File: src/rtl/uc_mem_pkg.sv
// -----------------------------------------------------------------------------
// uc_mem_pkg
//   Shared constants for the uC data-memory responder and its timer.
//   Holds the timer register map, the register bit positions, the largest
//   allowed RAM size and a small address-window helper.
// -----------------------------------------------------------------------------
package uc_mem_pkg;

    // The data bus is fixed at 8 bits.
    localparam int DATA_W        = 8;

    // RAM occupies 0x00..RAM_DEPTH-1 and must stay below the timer window.
    localparam int MAX_RAM_DEPTH = 240;

    // Timer register map.
    localparam logic [7:0] TIMER_BASE  = 8'hF0;
    localparam logic [7:0] ADDR_TCTRL  = 8'hF0;
    localparam logic [7:0] ADDR_TPRESC = 8'hF1;
    localparam logic [7:0] ADDR_TCOUNT = 8'hF2;
    localparam logic [7:0] ADDR_TCMP   = 8'hF3;
    localparam logic [7:0] ADDR_TSTAT  = 8'hF4;

    // Bit positions inside TCTRL and TSTAT.
    localparam int TCTRL_EN      = 0;
    localparam int TCTRL_AUTOCLR = 1;
    localparam int TSTAT_MATCH   = 0;
    localparam int TSTAT_OVF     = 1;

    // Register index inside the timer window (address minus TIMER_BASE).
    typedef enum logic [2:0] {
        REG_TCTRL  = 3'd0,
        REG_TPRESC = 3'd1,
        REG_TCOUNT = 3'd2,
        REG_TCMP   = 3'd3,
        REG_TSTAT  = 3'd4
    } timer_reg_e;

    // True when the address hits one of the five implemented timer registers.
    function automatic logic is_timer_addr(input logic [7:0] a);
        return (a >= ADDR_TCTRL) && (a <= ADDR_TSTAT);
    endfunction

endpackage : uc_mem_pkg

File: src/rtl/dmem_timer.sv
// -----------------------------------------------------------------------------
// dmem_timer
//   Memory-mapped 8-bit timer with a programmable prescaler, a compare register
//   and sticky MATCH / OVF flags.
//
//   Ports
//     clk      in   rising-edge clock
//     arst_n   in   asynchronous active-low reset, clears every register
//     sel      in   1 when the bus address lies inside the register window
//     wr_en    in   bus write strobe (only acts while sel=1)
//     reg_sel  in   register index inside the window (see timer_reg_e)
//     wr_data  in   bus write data
//     rd_data  out  register read data, 0 when sel=0
//     irq      out  MATCH | OVF
// -----------------------------------------------------------------------------
module dmem_timer
    import uc_mem_pkg::*;
(
    input  logic              clk,
    input  logic              arst_n,
    input  logic              sel,
    input  logic              wr_en,
    input  logic [2:0]        reg_sel,
    input  logic [DATA_W-1:0] wr_data,
    output logic [DATA_W-1:0] rd_data,
    output logic              irq
);

    timer_reg_e reg_e;

    logic [1:0]        tctrl_q,  tctrl_d;
    logic [DATA_W-1:0] tpresc_q, tpresc_d;
    logic [DATA_W-1:0] tcount_q, tcount_d;
    logic [DATA_W-1:0] tcmp_q,   tcmp_d;
    logic [1:0]        tstat_q,  tstat_d;
    logic [DATA_W-1:0] pcnt_q,   pcnt_d;

    logic wr_tctrl, wr_tpresc, wr_tcount, wr_tcmp, wr_tstat;
    logic en, autoclr;
    logic tick, match_hit, wrap_hit;

    assign reg_e     = timer_reg_e'(reg_sel);
    assign wr_tctrl  = sel && wr_en && (reg_e == REG_TCTRL);
    assign wr_tpresc = sel && wr_en && (reg_e == REG_TPRESC);
    assign wr_tcount = sel && wr_en && (reg_e == REG_TCOUNT);
    assign wr_tcmp   = sel && wr_en && (reg_e == REG_TCMP);
    assign wr_tstat  = sel && wr_en && (reg_e == REG_TSTAT);

    // Current-cycle control bits. A write clearing EN lands on the same edge
    // as any tick computed here, so that tick still completes.
    assign en      = tctrl_q[TCTRL_EN];
    assign autoclr = tctrl_q[TCTRL_AUTOCLR];

    assign tick      = en && (pcnt_q == tpresc_q);
    assign match_hit = tick && (tcount_q == tcmp_q);
    // Any incrementing step from 0xFF wraps; the AUTOCLR return to 0 is not a wrap.
    assign wrap_hit  = tick && !(match_hit && autoclr) && (tcount_q == 8'hFF);

    always_comb begin
        // NOTE: every signal gets a default before any branch so no latch is inferred.
        tctrl_d  = tctrl_q;
        tpresc_d = tpresc_q;
        tcount_d = tcount_q;
        tcmp_d   = tcmp_q;
        tstat_d  = tstat_q;
        pcnt_d   = pcnt_q + 8'd1;

        // Prescaler: idle at 0 while disabled, restart after each tick and
        // after any write that redefines the timebase or the count.
        if (!en || tick || wr_tpresc || wr_tcount) begin
            pcnt_d = '0;
        end

        if (tick) begin
            tcount_d = (match_hit && autoclr) ? '0 : tcount_q + 8'd1;
        end

        // A CPU load of TCOUNT overrides the tick increment.
        if (wr_tcount) tcount_d = wr_data;
        if (wr_tctrl)  tctrl_d  = wr_data[1:0];
        if (wr_tpresc) tpresc_d = wr_data;
        if (wr_tcmp)   tcmp_d   = wr_data;

        // W1C first, then hardware sets, so a set in the same cycle wins.
        if (wr_tstat) tstat_d = tstat_q & ~wr_data[1:0];
        if (match_hit) tstat_d[TSTAT_MATCH] = 1'b1;
        if (wrap_hit)  tstat_d[TSTAT_OVF]   = 1'b1;
    end

    always_ff @(posedge clk or negedge arst_n) begin
        if (!arst_n) begin
            tctrl_q  <= '0;
            tpresc_q <= '0;
            tcount_q <= '0;
            tcmp_q   <= '0;
            tstat_q  <= '0;
            pcnt_q   <= '0;
        end else begin
            // NOTE: non-blocking updates so every register samples pre-edge values.
            tctrl_q  <= tctrl_d;
            tpresc_q <= tpresc_d;
            tcount_q <= tcount_d;
            tcmp_q   <= tcmp_d;
            tstat_q  <= tstat_d;
            pcnt_q   <= pcnt_d;
        end
    end

    always_comb begin
        rd_data = '0;
        if (sel) begin
            case (reg_e)
                REG_TCTRL:  rd_data = {6'b0, tctrl_q};
                REG_TPRESC: rd_data = tpresc_q;
                REG_TCOUNT: rd_data = tcount_q;
                REG_TCMP:   rd_data = tcmp_q;
                REG_TSTAT:  rd_data = {6'b0, tstat_q};
                default:    rd_data = '0;
            endcase
        end
    end

    assign irq = tstat_q[TSTAT_MATCH] | tstat_q[TSTAT_OVF];

endmodule : dmem_timer

File: src/rtl/data_mem_responder.sv
// -----------------------------------------------------------------------------
// data_mem_responder
//   Responder end of the uC data-memory bus. Maps the 8-bit address space onto
//   an internal RAM at 0x00..RAM_DEPTH-1 and, when built with DMEM_TIMER_EN,
//   an 8-bit timer at 0xF0..0xF4. All other addresses read 0 and ignore writes.
//   Reads are combinational (zero latency); writes commit on the rising edge.
//
//   Build option
//     DMEM_TIMER_EN  defined   : timer present, irq driven by its flags
//                    undefined : timer absent, 0xF0..0xFF unmapped, irq = 0
//
//   Parameters
//     RAM_DEPTH  number of RAM bytes, 1..240 (larger values are clamped to 240)
//
//   Ports
//     clk      in   rising-edge clock
//     arst_n   in   asynchronous active-low reset (timer registers only)
//     addr     in   byte address from the core
//     wr_en    in   write strobe
//     wr_data  in   write data
//     rd_data  out  read data for addr, combinational
//     irq      out  timer interrupt level
// -----------------------------------------------------------------------------
module data_mem_responder
    import uc_mem_pkg::*;
#(
    parameter int RAM_DEPTH = 240
)(
    input  logic              clk,
    input  logic              arst_n,
    input  logic [7:0]        addr,
    input  logic              wr_en,
    input  logic [DATA_W-1:0] wr_data,
    output logic [DATA_W-1:0] rd_data,
    output logic              irq
);

    // Keep the RAM clear of the timer window whatever the parameter says.
    localparam int DEPTH = (RAM_DEPTH > MAX_RAM_DEPTH) ? MAX_RAM_DEPTH :
                           (RAM_DEPTH < 1)             ? 1 : RAM_DEPTH;
    localparam int AW    = (DEPTH > 1) ? $clog2(DEPTH) : 1;

    logic [DATA_W-1:0] mem [DEPTH];
    logic              ram_hit;
    logic [AW-1:0]     ram_idx;

    assign ram_hit = (int'(addr) < DEPTH);
    assign ram_idx = addr[AW-1:0];

    // NOTE: the RAM array has no reset; its contents are undefined until written.
    always_ff @(posedge clk) begin
        if (wr_en && ram_hit) begin
            mem[ram_idx] <= wr_data;
        end
    end

`ifdef DMEM_TIMER_EN
    logic              timer_sel;
    logic [DATA_W-1:0] timer_rd;

    assign timer_sel = is_timer_addr(addr);

    dmem_timer u_timer (
        .clk     (clk),
        .arst_n  (arst_n),
        .sel     (timer_sel),
        .wr_en   (wr_en),
        .reg_sel (3'(addr - TIMER_BASE)),
        .wr_data (wr_data),
        .rd_data (timer_rd),
        .irq     (irq)
    );
`else
    // Without the timer the reset has nothing to clear.
    logic unused_arst_n;
    assign unused_arst_n = arst_n;
    assign irq           = 1'b0;
`endif

    always_comb begin
        rd_data = '0;
        if (ram_hit) begin
            rd_data = mem[ram_idx];
        end
`ifdef DMEM_TIMER_EN
        if (timer_sel) begin
            rd_data = timer_rd;
        end
`endif
    end

endmodule : data_mem_responder

File: config.mk
export PLATFORM = sky130hd
export DESIGN_NAME = data_mem_responder
export DESIGN_NICKNAME = d
export VERILOG_FILES = /design/src/rtl/uc_mem_pkg.sv /design/src/rtl/dmem_timer.sv /design/src/rtl/data_mem_responder.sv
export SDC_FILE = /design/constraint.sdc
export NUM_CORES = 2
export LEC_CHECK = 0
export ABC_AREA = 0
export CORE_MARGIN = 3
export CORE_UTILIZATION = 30
export DETAILED_ROUTE_END_ITERATION = 10
export DONT_BUFFER_PORTS = 1
export HOLD_SLACK_MARGIN = 0.1
export PLACE_DENSITY_LB_ADDON = 0.15
export SYNTH_ARGS = -nofsm -noshare
export SYNTH_HDL_FRONTEND = slang
export SYNTH_SLANG_ARGS = --single-unit
File: constraint.sdc
create_clock -name clk -period 4.8 [get_ports clk]
set_input_delay 0.96 -clock clk [delete_from_list [all_inputs] [get_ports clk]]
set_output_delay 0.96 -clock clk [all_outputs]
set_load 0.05 [all_outputs]
======== Word-level counts from Yosys, hierarchy flattened ========
Memory sizes are Yosys's and may differ from the RTL's.
Cells that the tools add are included.
storage, ports and cells
  memory bits (writable) .................. 1920
  output and inout port bits .............. 9
  bits of input ports ..................... 19
  register bits ........................... 0
  memories ................................ 1
  word-level logic and storage cells ...... 6
cells by class
  order comparisons ....................... 1
  reductions and logical operators ........ 1
  multiplexer cells ....................... 3
memory list
  memory  depth  width  read ports  clocked after memory_dff  write ports  RTL line                  RTL
  mem     240    8      1           0                         1            data_mem_responder.sv:43  logic [DATA_W-1:0] mem [DEPTH];
operators by type and width
  operator            count
  $lt 8x8->1 const B  1
  $mux 8              1
  $mux 1              2
  $logic_and 1x1->1   1

======== Longest topological paths before layout ========
  word-level depth ........................ 4
  mapped depth ............................ 14
  gate-level depth less buffers ........... 7

======== Worst setup path after synthesis ========
Ideal clock, no wire load.
  path kind ............................... input-to-output
  start ................................... in addr[0]
  end ..................................... out rd_data[0]
  data required time ...................... 3.840 ns
  buffers on the path ..................... 7
  arrival time ............................ 3.915 ns
  setup slack ............................. -0.075 ns
  cell stages on the path ................. 13
  cells stage by stage .................... buf_6 buf_12 buf_12 buf_8 buf_6 buf_8 buf_8 mux2i_1 a221oi_1 nand2_1 o221ai_1 o311ai_1 a311oi_1
on the way
  word-level cells in the longest chain between the ends .. 2
  elaborated cells between the ends (all ways) .. 3
  those cells by class .................... 1 x order compare; 1 x mux; 1 x memory
RTL lines
  what                                         RTL line                  RTL
  start: declaration                           data_mem_responder.sv:31  input logic [7:0] addr,
  $mem_v2 240x8 or $lt 8x8->1 (tied branches)  --
  $mux 8 *                                     data_mem_responder.sv:82  if (ram_hit) begin
  end: declaration                             data_mem_responder.sv:34  output logic [DATA_W-1:0] rd_data,
Mark *: on every way between the ends. The rest lies on a longest branch, timed or not.

======== Final worst setup path ========
  start ................................... in addr[1]
  end ..................................... out rd_data[0]
The elaborated chain is that of the path after synthesis.

==> results.sh <==
export IMPL_synth_area_per_cell_um2=21.3
export IMPL_portBuffers=0
export IMPL_final_nets=3982
export IMPL_synth_ff_type="edfxtp_1"
export IMPL_crit_path_start_kind="input pin"
export IMPL_cts_buffer_depth=3
export IMPL_grt_total_usage_pct=16.3
export IMPL_initial_core_util_pct=30.3
export IMPL_final_common_cell="edfxtp_1"
export IMPL_violations="setup timing"
export IMPL_crit_chain="mux4_2, mux4_2, mux2i_2, buf_4, o211ai_1, a31oi_1, buf_4, a311oi_2, buf_4, buf_12"
export IMPL_dieWidth_um=506
export IMPL_synth_seq_cells=1920
export IMPL_seq_power_share_pct=51.2
export IMPL_slew_violations=0
export IMPL_max_stage_delay_ps=600
export IMPL_grt_max_degree=559
export IMPL_worstMarginPinSlew_ps=1200
export IMPL_path_max_fanout=375
export IMPL_timing_hold_ws_ps=209
export IMPL_cts_tree="yes"
export IMPL_cts_root_buf="clkbuf_16"
export IMPL_layoutNonFillerInstCount=7455
export IMPL_ctsHtreeMaxLevel=4
export IMPL_die_h_um=506
export IMPL_crit_slowest_cell="mux4_2"
export IMPL_die_area_mm2=0.256
export IMPL_timing_final_ws_setup_ps=-168
export IMPL_status="complete, but fails checks"
export IMPL_p_leak_nw=28.2
export IMPL_stdcell_area_mm2=0.0891
export IMPL_p_comb_share_pct=4.4
export IMPL_num_vias=36900
export IMPL_hpwl_mm=118
export IMPL_cts_buffers=209
export IMPL_drc=0
export IMPL_synth_edf_count=1920
export IMPL_layout_common_cells="edfxtp_1, mux4_2, buf_4"
export IMPL_numPlacedInstances=7020
export IMPL_yosysWarningCount=0
export IMPL_crit_top_cell="buf_4"
export IMPL_dr_pass1_iters=5
export IMPL_crit_path_end_kind="output pin"
export IMPL_fillCellCount=23000
export IMPL_wl_per_cell_um=29.7
export IMPL_switching_share_pct=21.1
export IMPL_synth_distinct_cells=63
export IMPL_largest_reg_flops=1920
export IMPL_regMostFlops="mem"
export IMPL_area_growth_pct=18.7
export IMPL_p_int_mw=28.5
export IMPL_gr_total_overflow=0
export IMPL_drt_iter0_drc=3275
export IMPL_clk_pin_slew_ps=60
export IMPL_p_sw_mw=7.62
export IMPL_critical_path_top_delay_family="multiplexers"
export IMPL_grt_pass1_vias=37400
export IMPL_tns_ps=-635
export IMPL_cp_required_ps=3840
export IMPL_antenna_found_initial=5
export IMPL_setup_viol=7
export IMPL_maxCapViolations=0
export IMPL_cts_sinks=1920
export IMPL_min_period_over_period_pct=104
export IMPL_drive_above_1_share_pct=30.7
export IMPL_pre_cts_ws_ps=-503
export IMPL_syn_area_mm2=0.0750
export IMPL_max_slew_margin_rel_pct=19.8
export IMPL_hold_violations=0
export IMPL_rows=182
export IMPL_crit_arrival_ps=4010
export IMPL_ant_nets=0
export IMPL_async_flop_share_pct=0
export IMPL_ys_seq_area_share_pct=76.8
export IMPL_hold_buffers=0
export IMPL_gp_congestion=0.755
export IMPL_critPathBufInv=4
export IMPL_pin_count=28
export IMPL_place_area_mm2=0.0811
export IMPL_viasPerCell=4.95
export IMPL_grt_pass1_wl_mm=298
export IMPL_rsz0062_at_grt="yes"
export IMPL_clkPwrFrac_pct=44.4
export IMPL_path_class="input pin to output pin"
export IMPL_peakVddDrop_v=0.000284
export IMPL_wl_mm=221
export IMPL_pwr_density_cell_mw_per_mm2=406
export IMPL_syn_inst=3520
export IMPL_syn_nets=3539
export IMPL_finalCriticalPeriod_ps=4970
export IMPL_fmax_mhz=201
export IMPL_hold_class="input pin to flop"
export IMPL_reg_top3="mem x1920"
export IMPL_core_mm2=0.247
power by group through the flow:
| stage | Combinational (mW) | Sequential (mW) | Clock [mW] |
|---|---|---|---|
| after floorplan | 0.979 | 18.8 | 0 |
| after global placement | 1.32 | 18.8 | 0 |
| after detailed placement | 1.32 | 18.8 | 0 |
| after CTS | 1.35 | 18.5 | 16.5 |
| after global routing | 1.66 | 18.5 | 17.1 |
| final | 1.60 | 18.5 | 16.0 |
logic make-up after synthesis:
family	Yosys count	share of synthesized area (%)
simple gates	465	2.63
compound gates	279	2.65
other cells	1	0.00500
flops	1920	76.8
buf+inv	223	1.95
mux	632	15.9
layer usage:
layer	share of wire [%]	global-route usage (%)
met5	0	0
met4	2.1	4.22
met3	5.0	2.72
met2	48	26.3
met1	45	23.0
synth_stat cells (all sizes together) (13+ instances only):
cell type	n	area [um^2]
a211oi	21	158
edfxtp	1920	57700
nand3	32	160
nor2b	16	100
mux2i	173	1730
o21ai	34	170
a221oi	14	123
nor2	264	991
a21oi	29	145
mux4	446	10100
nand2	101	379
mux2	13	146
o22ai	31	194
buf	130	1110
a22oi	76	571
clkbuf	83	315
path summary, 6_finish.rpt:
| path | slack, ps | cells after the start | from | end |
|---|---|---|---|---|
| worst max-delay path | -170 | 10 | addr[1] | rd_data[0] |
| worst min-delay path | 210 | 0 | wr_data[5] | mem[128][5] |
repair_timing:
action | in CTS | in global routing
cloned | 0 | 22
resized for setup | 51 | 41
setup buffers | 0 | 20
setup endpoints to repair | 8 | 8
pin swaps | 25 | 16
cell type report:
type	instances	area, um^2	share of cell area (%)
antenna	4	10.0	0.0112
clock buffer	254	5400	6.06
clock inverter	133	1430	1.61
inverter	10	42.5	0.0478
multi-input combinational	1377	16400	18.4
sequential	1920	57700	64.7
tap	3312	4140	4.65
timing repair buffer	445	4040	4.53
metrics by stage:
step	utilization, %	power (mW)
after floorplan	-	19.8
after global placement	32.8	20.2
after detailed placement	32.8	20.2
after CTS	35.6	36.3
after global routing	36.0	37.3
final	36.0	36.1
Power figures use the tool's default switching activity.
